## config.mk

```make
export PLATFORM = sky130hd
export DESIGN_NAME = alarm_sequencer_flat
export DESIGN_NICKNAME = d
export VERILOG_FILES = /design/src/rtl/alarm_sequencer_if.sv /design/src/rtl/alarm_sequencer.sv /design/src/flat_wrapper.sv
export SDC_FILE = /design/constraint.sdc
export NUM_CORES = 1
export LEC_CHECK = 0
export CORE_ASPECT_RATIO = 1.1
export CORE_UTILIZATION = 50
export CTS_CLUSTER_SIZE = 14
export DETAILED_ROUTE_END_ITERATION = 8
export GPL_TIMING_DRIVEN = 1
export HOLD_SLACK_MARGIN = 0.06
export PLACE_DENSITY_LB_ADDON = 0.08
export SLEW_MARGIN = 20
export SYNTH_ARGS = -nofsm -noshare
export SYNTH_HDL_FRONTEND = slang
export SYNTH_SLANG_ARGS = --single-unit
```

## constraint.sdc

```tcl
create_clock -name clk -period 2.5 [get_ports clk]
set_clock_uncertainty 0.05 [all_clocks]
set_input_delay 0.5 -clock clk [delete_from_list [all_inputs] [get_ports clk]]
set_output_delay 0.5 -clock clk [all_outputs]
set_load 0.02 [all_outputs]
```

## src/rtl/alarm_sequencer_if.sv

```systemverilog
// Alarm sequencer bus: control inputs from the time-compare logic,
// status outputs to the song player and VGA overlay.
interface alarm_sequencer_if;
  logic        sec_tick;
  logic        alarm_on;
  logic        alarm_match;
  logic        snooze_key;
  logic        dismiss_key;
  logic        play_sound;
  logic [1:0]  state;
  logic [3:0]  snooze_count;
  logic [15:0] sec_count;
  logic        timeout;

  modport master (
    output sec_tick,
    output alarm_on,
    output alarm_match,
    output snooze_key,
    output dismiss_key,
    input  play_sound,
    input  state,
    input  snooze_count,
    input  sec_count,
    input  timeout
  );

  modport slave (
    input  sec_tick,
    input  alarm_on,
    input  alarm_match,
    input  snooze_key,
    input  dismiss_key,
    output play_sound,
    output state,
    output snooze_count,
    output sec_count,
    output timeout
  );
endinterface

```

## src/rtl/alarm_sequencer.sv

```systemverilog
// Alarm sequencer: arms on enable, rings on a match edge, handles
// snooze/dismiss keys, ring timeout and snooze limit.
module alarm_sequencer #(
  parameter int unsigned RING_SECS   = 60,
  parameter int unsigned SNOOZE_SECS = 300,
  parameter int unsigned MAX_SNOOZE  = 3
) (
  input logic               clk,
  input logic               reset,
  alarm_sequencer_if.slave  bus
);

  typedef enum logic [1:0] {
    IDLE    = 2'd0,
    ARMED   = 2'd1,
    RINGING = 2'd2,
    SNOOZE  = 2'd3
  } state_e;

  localparam logic [15:0] RING_LAST = 16'(RING_SECS - 1);
  localparam logic [15:0] SNZ_LAST  = 16'(SNOOZE_SECS - 1);
  localparam logic [3:0]  SNZ_MAX   = 4'(MAX_SNOOZE);

  state_e      state_q;
  logic        match_q;
  logic [3:0]  snz_q;
  logic [15:0] sec_q;
  logic        timeout_q;
  logic        match_rise;

  assign match_rise = bus.alarm_match & ~match_q;

  always_ff @(posedge clk or negedge reset) begin
    if (!reset) begin
      state_q   <= IDLE;
      match_q   <= 1'b0;
      snz_q     <= 4'd0;
      sec_q     <= 16'd0;
      timeout_q <= 1'b0;
    end else begin
      match_q   <= bus.alarm_match;
      timeout_q <= 1'b0;
      if (!bus.alarm_on) begin
        state_q <= IDLE;
        snz_q   <= 4'd0;
        sec_q   <= 16'd0;
      end else begin
        unique case (state_q)
          IDLE: begin
            state_q <= ARMED;
          end
          ARMED: begin
            if (match_rise) begin
              state_q <= RINGING;
              snz_q   <= 4'd0;
              sec_q   <= 16'd0;
            end
          end
          RINGING: begin
            // a snooze key at the limit is dropped, so a tick still counts
            if (bus.dismiss_key) begin
              state_q <= ARMED;
            end else if (bus.snooze_key && snz_q < SNZ_MAX) begin
              state_q <= SNOOZE;
              snz_q   <= snz_q + 4'd1;
              sec_q   <= 16'd0;
            end else if (bus.sec_tick) begin
              if (sec_q == RING_LAST) begin
                state_q   <= ARMED;
                timeout_q <= 1'b1;
              end else begin
                sec_q <= sec_q + 16'd1;
              end
            end
          end
          SNOOZE: begin
            if (bus.dismiss_key) begin
              state_q <= ARMED;
            end else if (bus.sec_tick) begin
              if (sec_q == SNZ_LAST) begin
                state_q <= RINGING;
                sec_q   <= 16'd0;
              end else begin
                sec_q <= sec_q + 16'd1;
              end
            end
          end
        endcase
      end
    end
  end

  assign bus.play_sound   = (state_q == RINGING);
  assign bus.state        = state_q;
  assign bus.snooze_count = snz_q;
  assign bus.sec_count    = sec_q;
  assign bus.timeout      = timeout_q;

endmodule

```

## src/flat_wrapper.sv

```systemverilog
// flat-port wrapper written by rule: the top's interface ports become plain ports
module alarm_sequencer_flat 
#(
  parameter int unsigned RING_SECS   = 60,
  parameter int unsigned SNOOZE_SECS = 300,
  parameter int unsigned MAX_SNOOZE  = 3
)
  (clk, reset, bus_sec_tick, bus_alarm_on, bus_alarm_match, bus_snooze_key, bus_dismiss_key, bus_play_sound, bus_state, bus_snooze_count, bus_sec_count, bus_timeout);
  alarm_sequencer_if bus_i ();
  input logic clk;
  input logic reset;
  input wire logic [$bits(bus_i.sec_tick)-1:0] bus_sec_tick;
  input wire logic [$bits(bus_i.alarm_on)-1:0] bus_alarm_on;
  input wire logic [$bits(bus_i.alarm_match)-1:0] bus_alarm_match;
  input wire logic [$bits(bus_i.snooze_key)-1:0] bus_snooze_key;
  input wire logic [$bits(bus_i.dismiss_key)-1:0] bus_dismiss_key;
  output wire logic [$bits(bus_i.play_sound)-1:0] bus_play_sound;
  output wire logic [$bits(bus_i.state)-1:0] bus_state;
  output wire logic [$bits(bus_i.snooze_count)-1:0] bus_snooze_count;
  output wire logic [$bits(bus_i.sec_count)-1:0] bus_sec_count;
  output wire logic [$bits(bus_i.timeout)-1:0] bus_timeout;
  assign bus_i.sec_tick = bus_sec_tick;
  assign bus_i.alarm_on = bus_alarm_on;
  assign bus_i.alarm_match = bus_alarm_match;
  assign bus_i.snooze_key = bus_snooze_key;
  assign bus_i.dismiss_key = bus_dismiss_key;
  assign bus_play_sound = bus_i.play_sound;
  assign bus_state = bus_i.state;
  assign bus_snooze_count = bus_i.snooze_count;
  assign bus_sec_count = bus_i.sec_count;
  assign bus_timeout = bus_i.timeout;
  alarm_sequencer #(.RING_SECS(RING_SECS), .SNOOZE_SECS(SNOOZE_SECS), .MAX_SNOOZE(MAX_SNOOZE)) u_core (.clk(clk), .reset(reset), .bus(bus_i));
endmodule
```

## Word-level counts from Yosys, hierarchy flattened

Index checks and enable logic that the tools add are counted.
Widths: inputs -> output; s select.

- Register bits: 24
- Word-level logic and storage cells: 64
- Output and inout bits: 24

- Equal/unequal tests: 18
- Mux-type cells: 31
- Add/subtract/negate cells: 2
- Reductions and logical operators: 5
- Order comparisons: 1
- Bitwise logic cells: 2

Operators by type and width:

| kind | number |
|---|---|
| $mux 16 | 9 |
| $pmux 16 s3 | 1 |
| $mux 2 | 9 |
| $add 16x1->16 const B | 1 |
| $eq 16x6->1 const B | 1 |
| $eq 16x9->1 const B | 1 |
| $mux 4 | 4 |
| $ne 4x3->1 const B | 3 |
| $ne 3x3->1 const B | 3 |
| $pmux 2 s4 | 1 |
| $pmux 4 s2 | 1 |
| $reduce_and 7->1 | 1 |
| $mux 1 | 6 |
| $ne 3x2->1 const B | 2 |
| $ne 5x3->1 const B | 1 |
| $ne 5x4->1 const B | 1 |
| $reduce_and 5->1 | 1 |
| $add 4x1->4 const B | 1 |
| $eq 2x2->1 const B | 2 |
| $lt 4x2->1 const B | 1 |
| $ne 4x1->1 const B | 1 |
| $ne 4x4->1 const B | 1 |
| $reduce_and 4->1 | 1 |
| $ne 3x1->1 const B | 1 |
| 5 further kinds | 5 |

## Longest topological paths before layout

Gate-level depths: netlist of run 1.

- Depth after elaboration: 7
- Depth in mapped cells: 7

## Worst setup path after synthesis of run 1

Ideal clock, no wire load.

- Path type: flip-flop to flip-flop
- Start point: register u_core.sec_q[0] (netlist: u_core.bus.sec_count[0])
- End point: register u_core.sec_q[3] (netlist: u_core.bus.sec_count[3])
- Path slack: 0.085 ns
- Stages on the path, launching flop included: 7
- Arrival: 2.244 ns
- Data required time: 2.328 ns
- Path through: dfrtp_1 ha_1 or4bb_1 nor4_4 a21oi_2 a211o_1 a32o_1

- Cells in the longest elaborated chain, start to end: 7
- Elaborated cells between the ends (all ways): 14

RTL lines:

| what | RTL line | source |
|---|---|---|
| start: declaration | alarm_sequencer.sv:27 | `logic [15:0] sec_q;` |
| start signal: assignment | alarm_sequencer.sv:72 | `sec_q <= sec_q + 16'd1;` |
| start signal: assignment | alarm_sequencer.sv:84 | `sec_q <= sec_q + 16'd1;` |
| $add 16x1->16 | alarm_sequencer.sv:72, alarm_sequencer.sv:84 |  |
| $mux 16 | alarm_sequencer.sv:68 | `if (sec_q == RING_LAST) begin` |
| $mux 16 | alarm_sequencer.sv:67 | `end else if (bus.sec_tick) begin` |
| $mux 16 | alarm_sequencer.sv:63 | `end else if (bus.snooze_key && snz_q < SNZ_MAX) begin` |
| $mux 16 | alarm_sequencer.sv:61 | `if (bus.dismiss_key) begin` |
| $pmux 16 s3 | alarm_sequencer.sv:48 | `unique case (state_q)` |
| $mux 16 | alarm_sequencer.sv:43 | `if (!bus.alarm_on) begin` |

Parallel ways exist; a longest one is shown, timed or not. The select of a mux whose other input is x is not followed.
A chain may end at the register's enable or synchronous reset.

## Worst setup path after layout of run 1

- Start point: register u_core.sec_q[1] (netlist: u_core.bus.sec_count[1])
- End point: register u_core.sec_q[12] (netlist: u_core.bus.sec_count[12])

Same word-level chain as after synthesis.

==> results of run 1 <==
cells in the mapped netlist, types with 2 or more instances:
cell,count
mux2i_1,3
a221oi_1,2
o211ai_1,4
nand4_1,7
o21ai_0,11
nand2b_1,6
a211o_1,3
ha_1,2
o31ai_1,4
inv_1,12
and3_1,2
clkbuf_1,6
nand3b_1,4
o22ai_1,2
nand3_1,6
a32o_1,3
nor4_1,2
nor3_1,2
dfrtp_1,24
nor2_1,13
nor2b_1,2
buf_2,2
a21oi_1,11
a211oi_1,3
nand2_1,11
through the flow:
stage	hold WS [ns]	cell area, sq um	instances	power, mW
after floorplan	0.1544	1483	167	0.5330
after global placement	0.4776	1994	248	0.6363
after detailed placement	0.4959	1994	248	0.6416
after CTS	0.4910	2017	251	0.8104
after global routing	0.5079	2017	251	0.8484
final	0.4868	2017	251	0.8063
flip-flops by register name, summed over array words and instances, names as in the netlist:
register and count:
u_core.match_q 1, u_core.bus.state 2, u_core.bus.snooze_count 4, u_core.bus.sec_count 16, u_core.bus.timeout 1
how the worst max path moves through the flow:
stage,cells past startpoint,end,from
floorplan,6,u_core.bus.sec_count[3],u_core.bus.sec_count[0]
global placement,6,u_core.bus.sec_count[0],bus_snooze_key
detailed placement,6,u_core.bus.sec_count[15],bus_sec_tick
CTS,6,u_core.bus.sec_count[3],u_core.bus.sec_count[1]
global route,6,u_core.bus.sec_count[6],u_core.bus.sec_count[1]
finish,6,u_core.bus.sec_count[12],u_core.bus.sec_count[1]
metal layers:
layer  up-vias  track usage [%]  wire, um
met5         -                0         0
met4         0            9.774        36
li1        741                -         -
met3         5            2.821       172
met1       740            36.94      1815
met2        45            43.39      1775
area by class of cell:
type	instances	share of cell area, %
multi-input combinational	123	40.26
sequential	24	29.78
timing repair buffer	56	24.57
inverter	12	2.233
tap	33	2.047
clock buffer	3	1.117
worst max-delay path: stages (launching register included):
cell and delay, ns:
dfrtp_1 0.43, ha_1 0.22, or4bb_1 0.56, nor4_4 0.30, a21oi_2 0.24, a211o_1 0.30, a32o_1 0.20
power by group:
part | leakage (nW) | internal, mW | switching [mW] | total (mW)
Clock | 0.0138 | 0.0564 | 0.114 | 0.170
Sequential | 0.331 | 0.396 | 0.0149 | 0.411
Combinational | 0.494 | 0.109 | 0.116 | 0.225
Total | 0.839 | 0.561 | 0.245 | 0.806
logic make-up (layout without fill, tap and decap cells):
| family | Yosys count | in the layout | synth area share [%] |
|---|---|---|---|
| and+or+nand+nor | 64 | 64 | 25.23 |
| AOI/OAI and AO/OA | 53 | 53 | 24.56 |
| DFF | 24 | 24 | 40.51 |
| buffers and inverters | 20 | 71 | 5.232 |
| muxes | 4 | 4 | 2.785 |
| adders and majority gates | 2 | 2 | 1.687 |
==> results.yml, run 1 <==
run_status:
  status: "complete, no violations"
route:
  vias: 1531
  drt_iter0_markers: 50
  drc: 0
  firstDrtPassIters: 4
  ant_nets: 0
  routed_wl_um: 3800
  wl_per_cell_um: 15.14
  via_per_inst: 6.100
timing:
  tightest_slew_ns: 0.6627
  final.setup.tns_ns: 0
  setup_slack_ns: 0.09363
  fmax_ghz: 0.4156
  hold_viol_final: 0
  fin_crit_sh_pct: 96.25
  setup_violations: 0
  rsz0062_at_grt: "false"
  relSlewSlack_pct: 55.82
  final_max_slew_viol_count: 0
  min_period_ns: 2.406
worst_setup_path:
  start_kind: "flop"
  worst-path-max-fanout: 15
  worstReg2RegEnd: "u_core.bus.sec_count[12]"
  worst-setup-path-type: "reg -> reg"
  ff2ff_path_depth: 6
  r2r_slack_ns: 0.09
  reg2reg_from: "u_core.bus.sec_count[1]"
  worstPathRequired_ns: 2.67
  worstPathArrival_ns: 2.57
  critical_path.endpoint_type: "flop"
logic_synthesis:
  yosys.area.top_type: "dfrtp_1"
  syn_area_sq_um: 1483
  yosys_warnings: 0
  yosysTopAreaCellShare_pct: 40.51
  ys_seq_elements: 24
  syn_avg_cell_area_sq_um: 8.878
  synth.yosys.seq_area_share_pct: 40.51
  syn-instance-count: 167
  synth_area_leaders: "dfrtp_1, a21oi_1, o21ai_0, nor2_1, inv_1"
  synthArstFlopShare_pct: 100.0
  ys.flop_type: "dfrtp_1"
  ys_types: 45
  synth_fp_nets: 176
  synth_edf_count: 0
final_layout:
  multi_input_area_sq_um: 812.0
  fillerInstances: 235
  final_cell_mix: "clkdlybuf4s50_1, buf_4, dfrtp_1"
  nets: 229
  drive_above_1_share_pct: 16.06
  areaGrowthSynthToFinish_pct: 36.03
  layout_commonest_cell: "clkdlybuf4s50_1"
  n_antenna_cell: 0
  seq_area_sq_um: 600.6
  utilization_pct: 71.96
die:
  coreArea_sq_um: 2803
  die_w_um: 53.92
  ios: 31
  initial_core_util_pct: 52.90
  dieArea_sq_um: 3187
  rows: 20
  die_height_um: 59.11
power:
  powerDensity_nw_per_um2: 399.7
  vdd_drop_max_v: 0.0002975
  leakagePower_nw: 0.8387
placement:
  dpl_worst_slack_ns: -0.1056
  port_buffers: 30
  dp_hpwl_um: 2892
  routabilityCongestion: 0.9201
clock_tree:
  post_cts_buffers: 0
  cts_root_buf: "clkbuf_4"
  cts_hold_buf: 0
  cts_inserted_buffers: 3
  htree_num_levels: 1
  post_cts_resized: 0
  cts_tree: "yes"
  cts.path.max_buffers: 2
  cts.sinks: 24
  clk_pin_slew_worst_paths_ns: 0.13
  clk-insertion-delay-late_ns: 0.31
global_routing:
  grt_antenna_before_repair: 0
  grt_max_degree: 25
  grt_pass1_vias: 1411
  grt.total_usage_pct: 26.99
  grt_first_pass_wirelength_um: 6334
  overflow: 0
hold_path:
  min-delay-path-class: "in -> async"
flow_run:
  cap_viol_max_count: 0
(Power assumes the default switching activity.)
==> inputs of run 2 (changes only) <==
Settings changed: SLEW_MARGIN 20 to not set.
==> results of run 2 <==
Final layout, timing and power as in run 1 (identical DEF).
==> RTL change: new RTL, config.mk and constraints of run 2 <==
Reset style: synchronous (`reset`), changed in one clocked block.
--- a/src/rtl/alarm_sequencer.sv
+++ b/src/rtl/alarm_sequencer.sv
@@ -31,5 +31,5 @@
   assign match_rise = bus.alarm_match & ~match_q;
 
-  always_ff @(posedge clk or negedge reset) begin
+  always_ff @(posedge clk) begin
     if (!reset) begin
       state_q   <= IDLE;
Check against the original RTL: differs if reset is asserted again (counterexample within 4 cycles, from zero or initial values and one cycle with reset low); with reset held inactive, the same outputs for 10 cycles.
==> RTL change against run 2 <==
Area after synthesis down 6.7%. Sequential cell count unchanged. Worst setup slack better by 0.086 ns. Count of clock-buffer cells in the layout increased by 1. Non-clock buffer count shrank 10. Cell count down 5.6%. Wire length decreased by 11%. Synthesized cell count down 1.8%. Design area down 7.9%.
Power is not compared: it rests on default switching activity, and its combinational part moved more than twofold at a synthesized area within 25%.
==> RTL change: results (changes against run 2) <==
- Synth area leaders: dfxtp_1, a22oi_1, nand2_1
- Slew @ Worst Pin: 0.557 ns (-0.106 ns)
- NumNets Final: 216 (-5.7%)
- Delay of the slowest cell on the worst path: 0.46 ns (-0.10 ns)
- Area delta synth->final: 34.3%
- R2r endpoint: u_core.bus.sec_count[15]$_SDFFE_PN0P_
- Hold slack: 0.461 ns (-0.0263 ns)
- Syn nets: 173 (-1.7%)
- WS Path Type: input pin to flip-flop
- Drt initial violations: 25 (-50%)
- Async S/R FF share, synth: 0% (-100 points)
- First-pass GRT wire length: 5550 um (-12%)
- Detailed Place HPWL: 2490 um (-14%)
- R2r startpoint: u_core.bus.snooze_count[0]$_SDFFE_PN0P_
- Synth Area in Compound Gates: 29.2% (+4.6 points)
- Mapped cell area: 1380 um2 (-6.7%)
- Cells after Synth: 164 (-1.8%)
- Vias per inst: 5.98 (-2.0%)
- Total track usage: 24.3% (-2.7 points)
- R2r setup slk: 0.20 ns (+0.11 ns)
- Wirelength per Cell: 14.2 um (-6.2%)
- Worst Path Max Fanout: 11 (-4)
- Final Routed Wirelength: 3370 um (-11%)
- Yosys top cell by area: dfxtp_1
- Clock-cell share of area: 1.95% (+0.84 points)
- WP data arrival: 2.50 ns (-0.07 ns)
- FF+latch area: 480 um2 (-20%)
- Most common library cells after synthesis: dfxtp_1, nand2_1, inv_1
- Status: completed
- Place WS: -0.167 ns (-0.0614 ns)
- Sequential fraction of the synthesis area: 34.7% (-5.8 points)
- Pwr Total: 643 uW
-- RTL change: cell types whose count changed in the layout (fill, tap and decap cells not counted), moves of 5 or more --
| cell | change |
|---|---|
| buf_4 | -11 |
| a22oi_1 | +8 |
| nand2_1 | +6 |
| dfxtp_1 | +24 |
| nor2_1 | -8 |
| o31ai_2 | +5 |
| o21ai_0 | -11 |
| dfrtp_1 | -24 |
| o21ai_1 | +7 |
-- RTL change: metal layers --
metal / share of wire, % / GRT usage [%]
met5: 0 / 0
met4: 1.4 / 10.5
met3: 3.9 / 2.93
met2: 50 / 43.2
met1: 44 / 28.8
-- RTL change: cells by family (layout without fill, tap and decap cells) --
kind of cell	count (synthesis)	in the layout
flip-flops	24	24
adder cells (fa/ha/maj)	2	2
AO/OA/AOI/OAI	52	52
buffers and inverters	20	62
AND/OR/NAND/NOR	66	66
-- RTL change: worst max-delay path, delay by kind of cell --
kind	cells	cell delay (ns)
AO/OA/AOI/OAI	3	0.87
buffers and inverters	1	0.44
AND/OR/NAND/NOR	2	0.68
